<file path="src/rtl/wb_master_arbiter.sv">
// ============================================================================
// Module      : wb_master_arbiter
// Description : Round-robin Wishbone B4 classic arbiter that shares one
//               slave-side port among num_masters masters. The grant is held
//               for the whole cyc. A watchdog turns a hung access into err.
// Revision    : 1.0 - initial release
// ============================================================================
`default_nettype none

module wb_master_arbiter #(
  parameter int num_masters    = 2,
  parameter int TIMEOUT_CYCLES = 255
) (
  input  logic                      wb_clk_i,
  input  logic                      wb_rst_i,
  input  logic [32*num_masters-1:0] wbm_adr_i,
  input  logic [32*num_masters-1:0] wbm_dat_i,
  input  logic [4*num_masters-1:0]  wbm_sel_i,
  input  logic [num_masters-1:0]    wbm_we_i,
  input  logic [num_masters-1:0]    wbm_cyc_i,
  input  logic [num_masters-1:0]    wbm_stb_i,
  input  logic [3*num_masters-1:0]  wbm_cti_i,
  input  logic [2*num_masters-1:0]  wbm_bte_i,
  output logic [31:0]               wbm_dat_o,
  output logic [num_masters-1:0]    wbm_ack_o,
  output logic [num_masters-1:0]    wbm_err_o,
  output logic [num_masters-1:0]    wbm_rty_o,
  output logic [31:0]               wbs_adr_o,
  output logic [31:0]               wbs_dat_o,
  output logic [3:0]                wbs_sel_o,
  output logic                      wbs_we_o,
  output logic                      wbs_cyc_o,
  output logic                      wbs_stb_o,
  output logic [2:0]                wbs_cti_o,
  output logic [1:0]                wbs_bte_o,
  input  logic [31:0]               wbs_dat_i,
  input  logic                      wbs_ack_i,
  input  logic                      wbs_err_i,
  input  logic                      wbs_rty_i,
  output logic [num_masters-1:0]    grant_o,
  output logic                      timeout_o
);

  localparam int              IDX_W       = $clog2(num_masters);
  localparam bit              WDOG_EN     = (TIMEOUT_CYCLES != 0);
  localparam logic [15:0]     TIMEOUT_VAL = 16'(TIMEOUT_CYCLES);
  localparam logic [IDX_W-1:0] LAST_RST   = IDX_W'(num_masters - 1);

  // Registered arbitration and watchdog state
  logic             busy_q, busy_d;
  logic [IDX_W-1:0] owner_q, owner_d;
  logic [IDX_W-1:0] last_owner_q, last_owner_d;
  logic [15:0]      wait_cnt_q, wait_cnt_d;

  // Per-master views of the packed input buses
  logic [31:0] w_adr [num_masters];
  logic [31:0] w_dat [num_masters];
  logic [3:0]  w_sel [num_masters];
  logic [2:0]  w_cti [num_masters];
  logic [1:0]  w_bte [num_masters];

  for (genvar g = 0; g < num_masters; g++) begin : g_unpack
    assign w_adr[g] = wbm_adr_i[g*32 +: 32];
    assign w_dat[g] = wbm_dat_i[g*32 +: 32];
    assign w_sel[g] = wbm_sel_i[g*4 +: 4];
    assign w_cti[g] = wbm_cti_i[g*3 +: 3];
    assign w_bte[g] = wbm_bte_i[g*2 +: 2];
  end

  logic             w_resp;
  logic             w_owner_stb;
  logic             w_arb_point;
  logic             w_timeout;
  logic             w_found;
  logic [IDX_W-1:0] w_winner;
  logic [IDX_W-1:0] w_cand;

  assign w_resp      = wbs_ack_i | wbs_err_i | wbs_rty_i;
  assign w_owner_stb = busy_q & wbm_stb_i[owner_q];
  // The bus is free to change hands when idle or once the owner drops cyc
  assign w_arb_point = ~busy_q | ~wbm_cyc_i[owner_q];
  // A real slave response in the same cycle beats the watchdog
  assign w_timeout   = WDOG_EN & w_owner_stb & ~w_resp & (wait_cnt_q == TIMEOUT_VAL);
  assign timeout_o   = w_timeout;

  // Round-robin search: first requester upward from last_owner+1, wrapping
  always_comb begin
    w_found  = 1'b0;
    w_winner = last_owner_q;
    w_cand   = last_owner_q;
    for (int i = 1; i <= num_masters; i++) begin
      if ((int'(last_owner_q) + i) >= num_masters) begin
        w_cand = IDX_W'(int'(last_owner_q) + i - num_masters);
      end else begin
        w_cand = IDX_W'(int'(last_owner_q) + i);
      end
      if (!w_found && wbm_cyc_i[w_cand]) begin
        w_found  = 1'b1;
        w_winner = w_cand;
      end
    end
  end

  // Next-state for ownership and the watchdog counter
  always_comb begin
    busy_d       = busy_q;
    owner_d      = owner_q;
    last_owner_d = last_owner_q;
    wait_cnt_d   = wait_cnt_q + 16'd1;
    if (w_arb_point) begin
      if (w_found) begin
        busy_d       = 1'b1;
        owner_d      = w_winner;
        last_owner_d = w_winner;
      end else begin
        busy_d = 1'b0;
      end
    end
    if (!WDOG_EN || w_arb_point || !w_owner_stb || w_resp || w_timeout) begin
      wait_cnt_d = 16'd0;
    end
  end

  // State registers
  always_ff @(posedge wb_clk_i) begin
    if (wb_rst_i) begin
      busy_q       <= 1'b0;
      owner_q      <= '0;
      last_owner_q <= LAST_RST;
      wait_cnt_q   <= 16'd0;
    end else begin
      busy_q       <= busy_d;
      owner_q      <= owner_d;
      last_owner_q <= last_owner_d;
      wait_cnt_q   <= wait_cnt_d;
    end
  end

  // Slave-side mux: owner's slice while busy, cyc/stb masked on timeout
  always_comb begin
    wbs_adr_o = 32'd0;
    wbs_dat_o = 32'd0;
    wbs_sel_o = 4'd0;
    wbs_we_o  = 1'b0;
    wbs_cyc_o = 1'b0;
    wbs_stb_o = 1'b0;
    wbs_cti_o = 3'd0;
    wbs_bte_o = 2'd0;
    if (busy_q) begin
      wbs_adr_o = w_adr[owner_q];
      wbs_dat_o = w_dat[owner_q];
      wbs_sel_o = w_sel[owner_q];
      wbs_we_o  = wbm_we_i[owner_q];
      wbs_cyc_o = wbm_cyc_i[owner_q] & ~w_timeout;
      wbs_stb_o = wbm_stb_i[owner_q] & ~w_timeout;
      wbs_cti_o = w_cti[owner_q];
      wbs_bte_o = w_bte[owner_q];
    end
  end

  // Response routing: only the owner sees ack/err/rty; grant is one-hot
  always_comb begin
    wbm_dat_o = 32'd0;
    wbm_ack_o = '0;
    wbm_err_o = '0;
    wbm_rty_o = '0;
    grant_o   = '0;
    if (busy_q) begin
      wbm_dat_o          = wbs_dat_i;
      wbm_ack_o[owner_q] = wbs_ack_i;
      wbm_err_o[owner_q] = wbs_err_i | w_timeout;
      wbm_rty_o[owner_q] = wbs_rty_i;
      grant_o[owner_q]   = 1'b1;
    end
  end

endmodule

`default_nettype wire

</file>
<file path="config.mk">
export PLATFORM = sky130hd
export DESIGN_NAME = wb_master_arbiter
export DESIGN_NICKNAME = d
export VERILOG_FILES = /design/src/rtl/wb_master_arbiter.sv
export SDC_FILE = /design/constraint.sdc
export NUM_CORES = 1
export LEC_CHECK = 0
export ABC_AREA = 1
export BUFFER_PORTS_ARGS = -buffer_cell sky130_fd_sc_hd__buf_2
export CAP_MARGIN = 20
export CORE_AREA = 5 5 117 119
export DETAILED_ROUTE_END_ITERATION = 10
export DIE_AREA = 0 0 122 124
export GPL_ROUTABILITY_DRIVEN = 0
export HOLD_SLACK_MARGIN = 0.08
export PLACE_DENSITY_LB_ADDON = 0.1
export SYNTH_ARGS = -nofsm -noshare
export SYNTH_HDL_FRONTEND = slang
export SYNTH_SLANG_ARGS = --single-unit
export TNS_END_PERCENT = 20
</file>
<file path="constraint.sdc">
create_clock -name wb_clk_i -period 2.3 [get_ports wb_clk_i]
set_clock_uncertainty 0.1 [all_clocks]
set_input_delay 0.23 -clock wb_clk_i [delete_from_list [all_inputs] [get_ports wb_clk_i]]
set_output_delay 0.23 -clock wb_clk_i [all_outputs]
set_load 0.03 [all_outputs]
</file>
# Yosys cells after proc, flatten, opt, wreduce, memory -nomap -nowiden

Cells that the tools add are included.

Bits in registers: 19
Word-level logic and storage cells: 90

Add/subtract/negate cells: 5
$lt $le $gt $ge: 7
Eq/ne operators: 1
Muxes and demuxes: 47
Bitwise gates (word level): 17
Reductions and logical operators: 9

Operator list:

| operator              | count |
|---|---|
| $mux 32               | 9 |
| $mux 1                | 21 |
| $add 16x1->16 const B | 1 |
| $eq 16x8->1 const B   | 1 |
| $mux 2                | 8 |
| $mux 4                | 4 |
| $mux 3                | 4 |
| $and 2x2->2           | 3 |
| $lt 1x2->1 const B    | 3 |
| $and 1x1->1           | 5 |
| $ge 2x2->1 const B    | 2 |
| $not 1->1             | 4 |
| $or 1x1->1            | 4 |
| $add 1x2->3 const B   | 1 |
| $ge 3x2->1 const B    | 1 |
| $logic_or 1x1->1      | 3 |
| $add 1x1->2 const B   | 1 |
| $logic_and 1x1->1     | 2 |
| $logic_not 1->1       | 2 |
| $not 1->2             | 1 |
| $reduce_and 2->1      | 1 |
| $reduce_or 2->1       | 1 |
| $sub 1x1->1 const B   | 2 |
| $demux 1 s1           | 1 |
| $ge 1x1->1 const B    | 1 |

# Longest topological paths before layout

Word-level depth: 10
Depth in mapped cells: 8
Depth with buffers taken out: 8

# Worst setup path after synthesis

OpenSTA, ideal clock, no wires.

Kind: flip-flop to output port
Start: reg wait_cnt_q[0]
End: out wbs_stb_o
Arrival: 1572 ps
Required time: 1970 ps
Slack: 398 ps
Cell stages (with the launch flop): 7
Path buffers: 0
Cell sequence: dfxtp_1 ha_1 nand3_1 nor2_1 nand3_1 inv_1 a21oi_1

Longest elaborated chain between the ends: 5

Ends and longest elaborated chain:

| element                | line | RTL |
|---|---|---|
| start, declared        | 53   | `logic [15:0] wait_cnt_q, wait_cnt_d;` |
| start signal, assigned | 135  | `wait_cnt_q <= wait_cnt_d;` |
| $eq 16x8->1            | 83   | `assign w_timeout = WDOG_EN & w_owner_stb & ~w_resp & (wait_cnt_q == TIMEOUT_VAL);` |
| $and 1x1->1            | 83   |  |
| named net timeout_o    | 41   | `output logic timeout_o` |
| $not 1->1              | 155  | `wbs_stb_o = wbm_stb_i[owner_q] & ~w_timeout;` |
| $and 1x1->1            | 155  |  |
| $mux 1                 | 149  | `if (busy_q) begin` |
| end, declared          | 33   | `output logic wbs_stb_o,` |

The timed path passes the listed nets, and every way through them passes these cells.

# Worst setup path in the final report

Start: reg wait_cnt_q[0]
End: out wbm_err_o[0]

Longest elaborated chain between the ends: 5

Ends and longest elaborated chain:

| element                      | line | RTL |
|---|---|---|
| $eq 16x8->1                  | 83   |  |
| $and 1x1->1                  | 83   |  |
| $or 1x1->1                   | 171  | `wbm_err_o[owner_q] = wbs_err_i \| w_timeout;` |
| $and 2x2->2 (no source line) | n/a  |  |
| $mux 2                       | 168  | `if (busy_q) begin` |
| end, declared                | 26   | `output logic [num_masters-1:0] wbm_err_o,` |

No other way between the ends.

==> impl_metrics.csv <==
group,metric,value,unit
drt,finalWirelength,12870,um
floorplan,fp.dieW,122,um
synthesis,yosys_register_bits,19,
synthesis,post_synth_num_cell_types,23,
setup_path,critPathMostFrequentCell,"nand3_1",
placement,placed_cell_area,3732,um^2
timing,hold_violations,0,
placement,port_buffers,305,
global_routing,grt_use_total,14.84,%
synthesis,synthFlopType,"dfxtp_1",
min_path,holdCritPathClass,"in -> reg",
drt,vias_per_cell,4.201,
cells_and_area,syn_to_final_growth,88.20,%
clock_tree,clk_latency,250,ps
outcome,status,"finished clean",
synthesis,yosys.area_share.adder,0.6146,%
drt,wl_per_cell,16.45,um
synthesis,synth_warnings,0,
drt,drt_iter0_drc,200,
floorplan,die_area,15130,um^2
timing,maxSlewHeadroom,77.30,%
synthesis,synthMuxAreaShare,0,%
clock_tree,htree_levels,1,
clock_tree,clockBufferDepth,2,
clock_tree,numCtsBuffers,3,
floorplan,dieHeight,124,um
floorplan,core_area,12470,um^2
timing,slew_violations,0,
setup_path,cp.arrival,1780,ps
synthesis,synth_top_family_by_area,"compound AO/OA/AOI/OAI gates",
clock_tree,post-cts-setup-buffers,0,
timing,worst_pin_slew,339.9,ps
timing,fmax,473.3,MHz
pwr,ir_worst_vdd,0.0002055,V
drt,drc,0,
cells_and_area,fillCellCount,1444,
clock_tree,clockRootBuffer,"clkbuf_16",
synthesis,synth.most_common_cell,"a22o_1",
synthesis,synth_nets,506,
clock_tree,cts_sinks,19,
placement,dp_hpwl,11200,um
setup_path,critical-path-max-stage-delay,380,ps
synthesis,netlist_area,2036,um^2
cells_and_area,antenna_cells,0,
synthesis,synth_area_leader_cell,"a22o_1",
synthesis,syn_area_per_cell,6.442,um^2
synthesis,synth_edf_count,0,
synthesis,yosys.area_share.xor_xnor,3.872,%
global_routing,grt_max_degree,52,
synthesis,yosysTopAreaCellShare,31.84,%
synthesis,yosys.area_share.simple,27.47,%
setup_path,r2r_cells,6,
run,maxCapViolations,0,
clock_tree,cts_tree,"yes",
drt,ant_nets,0,
drt,drtPass1Iterations,4,
synthesis,synthTopCellsByArea,"a22o_1 (32%), dfxtp_1 (19%), nand2_1 (12%)",
global_routing,antenna_found_initial,0,
timing,setup_tns,0,ps
global_routing,grt_pass1_wl,17330,um
floorplan,rows,41,
setup_path,critPathTopFamily,"simple AND/OR/NAND/NOR gates",
setup_path,endpoint_kind,"output pin",
min_path,hold_depth,3,
synthesis,postSynthCellCount,316,
timing,setup_viol,0,
global_routing,grt_overflow,0,
cells_and_area,postLayoutCellArea,3831,um^2
timing,period_minus_slack,2113,ps
global_routing,grt_pass1_vias,3076,
setup_path,cp.buffers_inverters,1,
setup_path,crit_type,"reg -> out",
cells_and_area,drive_above_1_share,54.59,%
pwr,p_leak,2.421,nW
floorplan,initial_core_util,16.33,%
setup_path,path_cells,"ha_1 -> nand3_1 -> nor2_2 -> nand3_1 -> a21oi_2 -> clkbuf_4",
cells_and_area,fin_nets,801,
setup_path,critPathRequiredTime,1970,ps
timing,rsz0062_at_grt,"no",
floorplan,io_pins,306,
setup_path,worst-path-stages,6,
setup_path,crit_fanout,4,
synthesis,synth_compound_area_share,34.11,%
synthesis,synthArstFlopShare,0,%
synthesis,synthTopCellsByCount,"a22o_1 (74), nand2_1 (67), inv_1 (51), nor2_1 (33), dfxtp_1 (19)",
pwr,power.density,407.8,nW/um^2
timing,fin_crit_sh,91.87,%
clock_tree,clk_pin_slew_worst_paths,60,ps
setup_path,cp_slowest_cell,"dfxtp_1",
setup_path,setup.worst_path.start_class,"register",
drt,num_vias,3285,
synthesis,yosysSeqAreaShare,18.68,%
where the power goes:
part / switching [W] / internal (W) / leakage [nW]
Combinational: 0.000550 / 0.000312 / 2.23
Sequential: 0.00000533 / 0.000334 / 0.154
Clock: 0.000128 / 0.000233 / 0.0409
Total: 0.000683 / 0.000879 / 2.42
logic make-up after synthesis:
family                     count (synthesis)
xor gates and xnor gates                   9
and+or+nand+nor                          130
adders and majority gates                  1
buffers and inverters                     75
DFF                                       19
AOI/OAI and AO/OA                         82
timing repair:
item	CTS	global route
hold endpoints to repair	2	0
hold buffers	1	0
gates resized for setup	0	3
endpoints found under the setup margin	0	3
routing by layer:
layer | vias up | wire length (um) | global-route usage, %
met5 | - | 0 | 0
li1 | 1644 | - | -
met1 | 1455 | 4779 | 17.83
met4 | 0 | 132 | 3.221
met2 | 177 | 6432 | 25.55
met3 | 9 | 1520 | 5.268
cell usage in the layout, fill, tap and decap left out:
master	synthesis	routed
nand4_4	1	1
nor3_1	1	1
nand3_1	14	14
buf_12	0	2
dfxtp_1	19	19
clkbuf_4	0	1
nor2_1	33	32
inv_2	3	3
nand2_2	2	2
o21ai_0	1	1
a21oi_2	1	2
xnor2_1	3	3
xor2_1	6	6
a22o_1	74	74
buf_2	14	304
inv_1	51	51
nand2_1	67	67
nor2_2	10	11
ha_1	1	1
clkbuf_16	0	3
nand4_1	2	2
clkinv_2	0	1
o21bai_1	1	1
buf_4	1	3
a21oi_1	5	4
dlygate4sd3_1	0	1
area by class of cell:
type	count	area, um^2	share of cell area (%)
Clock buffer	3	75.07	1.960
Multi-Input combinational cell	222	1351	35.27
Clock inverter	1	5.005	0.1306
Timing Repair Buffer	311	1602	41.80
Sequential cell	19	380.4	9.928
Tap cell	172	215.2	5.617
Inverter	54	202.7	5.291
worst paths after layout:
kind	from	end	slack (ps)
setup / recovery	wait_cnt_q[0]	wbm_err_o[0]	190
hold / removal	wbm_cyc_i[1]	busy_q	170
setup reg to reg	busy_q	wait_cnt_q[9]	580
hold reg to reg	wait_cnt_q[0]	wait_cnt_q[0]	370
state kept, by name, indices dropped and copies added, names as in the netlist:
register,flops
busy_q,1
last_owner_q,1
owner_q,1
wait_cnt_q,16
metrics by stage:
| stage | power [W] | hold slack, ps | worst slack (ps) | util, % | std cells |
|---|---|---|---|---|---|
| after floorplan | 0.0008534 | 199.1 | 398.2 | - | 316 |
| after global placement | 0.001210 | 323.9 | 346.7 | 29.94 | 777 |
| after detailed placement | 0.001211 | 327.8 | 374.9 | 29.94 | 777 |
| after CTS | 0.001583 | 161.1 | 86.46 | 30.66 | 782 |
| after global routing | 0.001650 | 184.2 | 14.58 | 30.73 | 782 |
| final | 0.001562 | 170.4 | 187.1 | 30.73 | 782 |
tightest hold or removal path: cells and delay by family:
kind                   cells  cell delay, ps
buffers and inverters      2             180
AO/OA/AOI/OAI              1              70
Note: power is estimated with default switching activity, not from simulation.
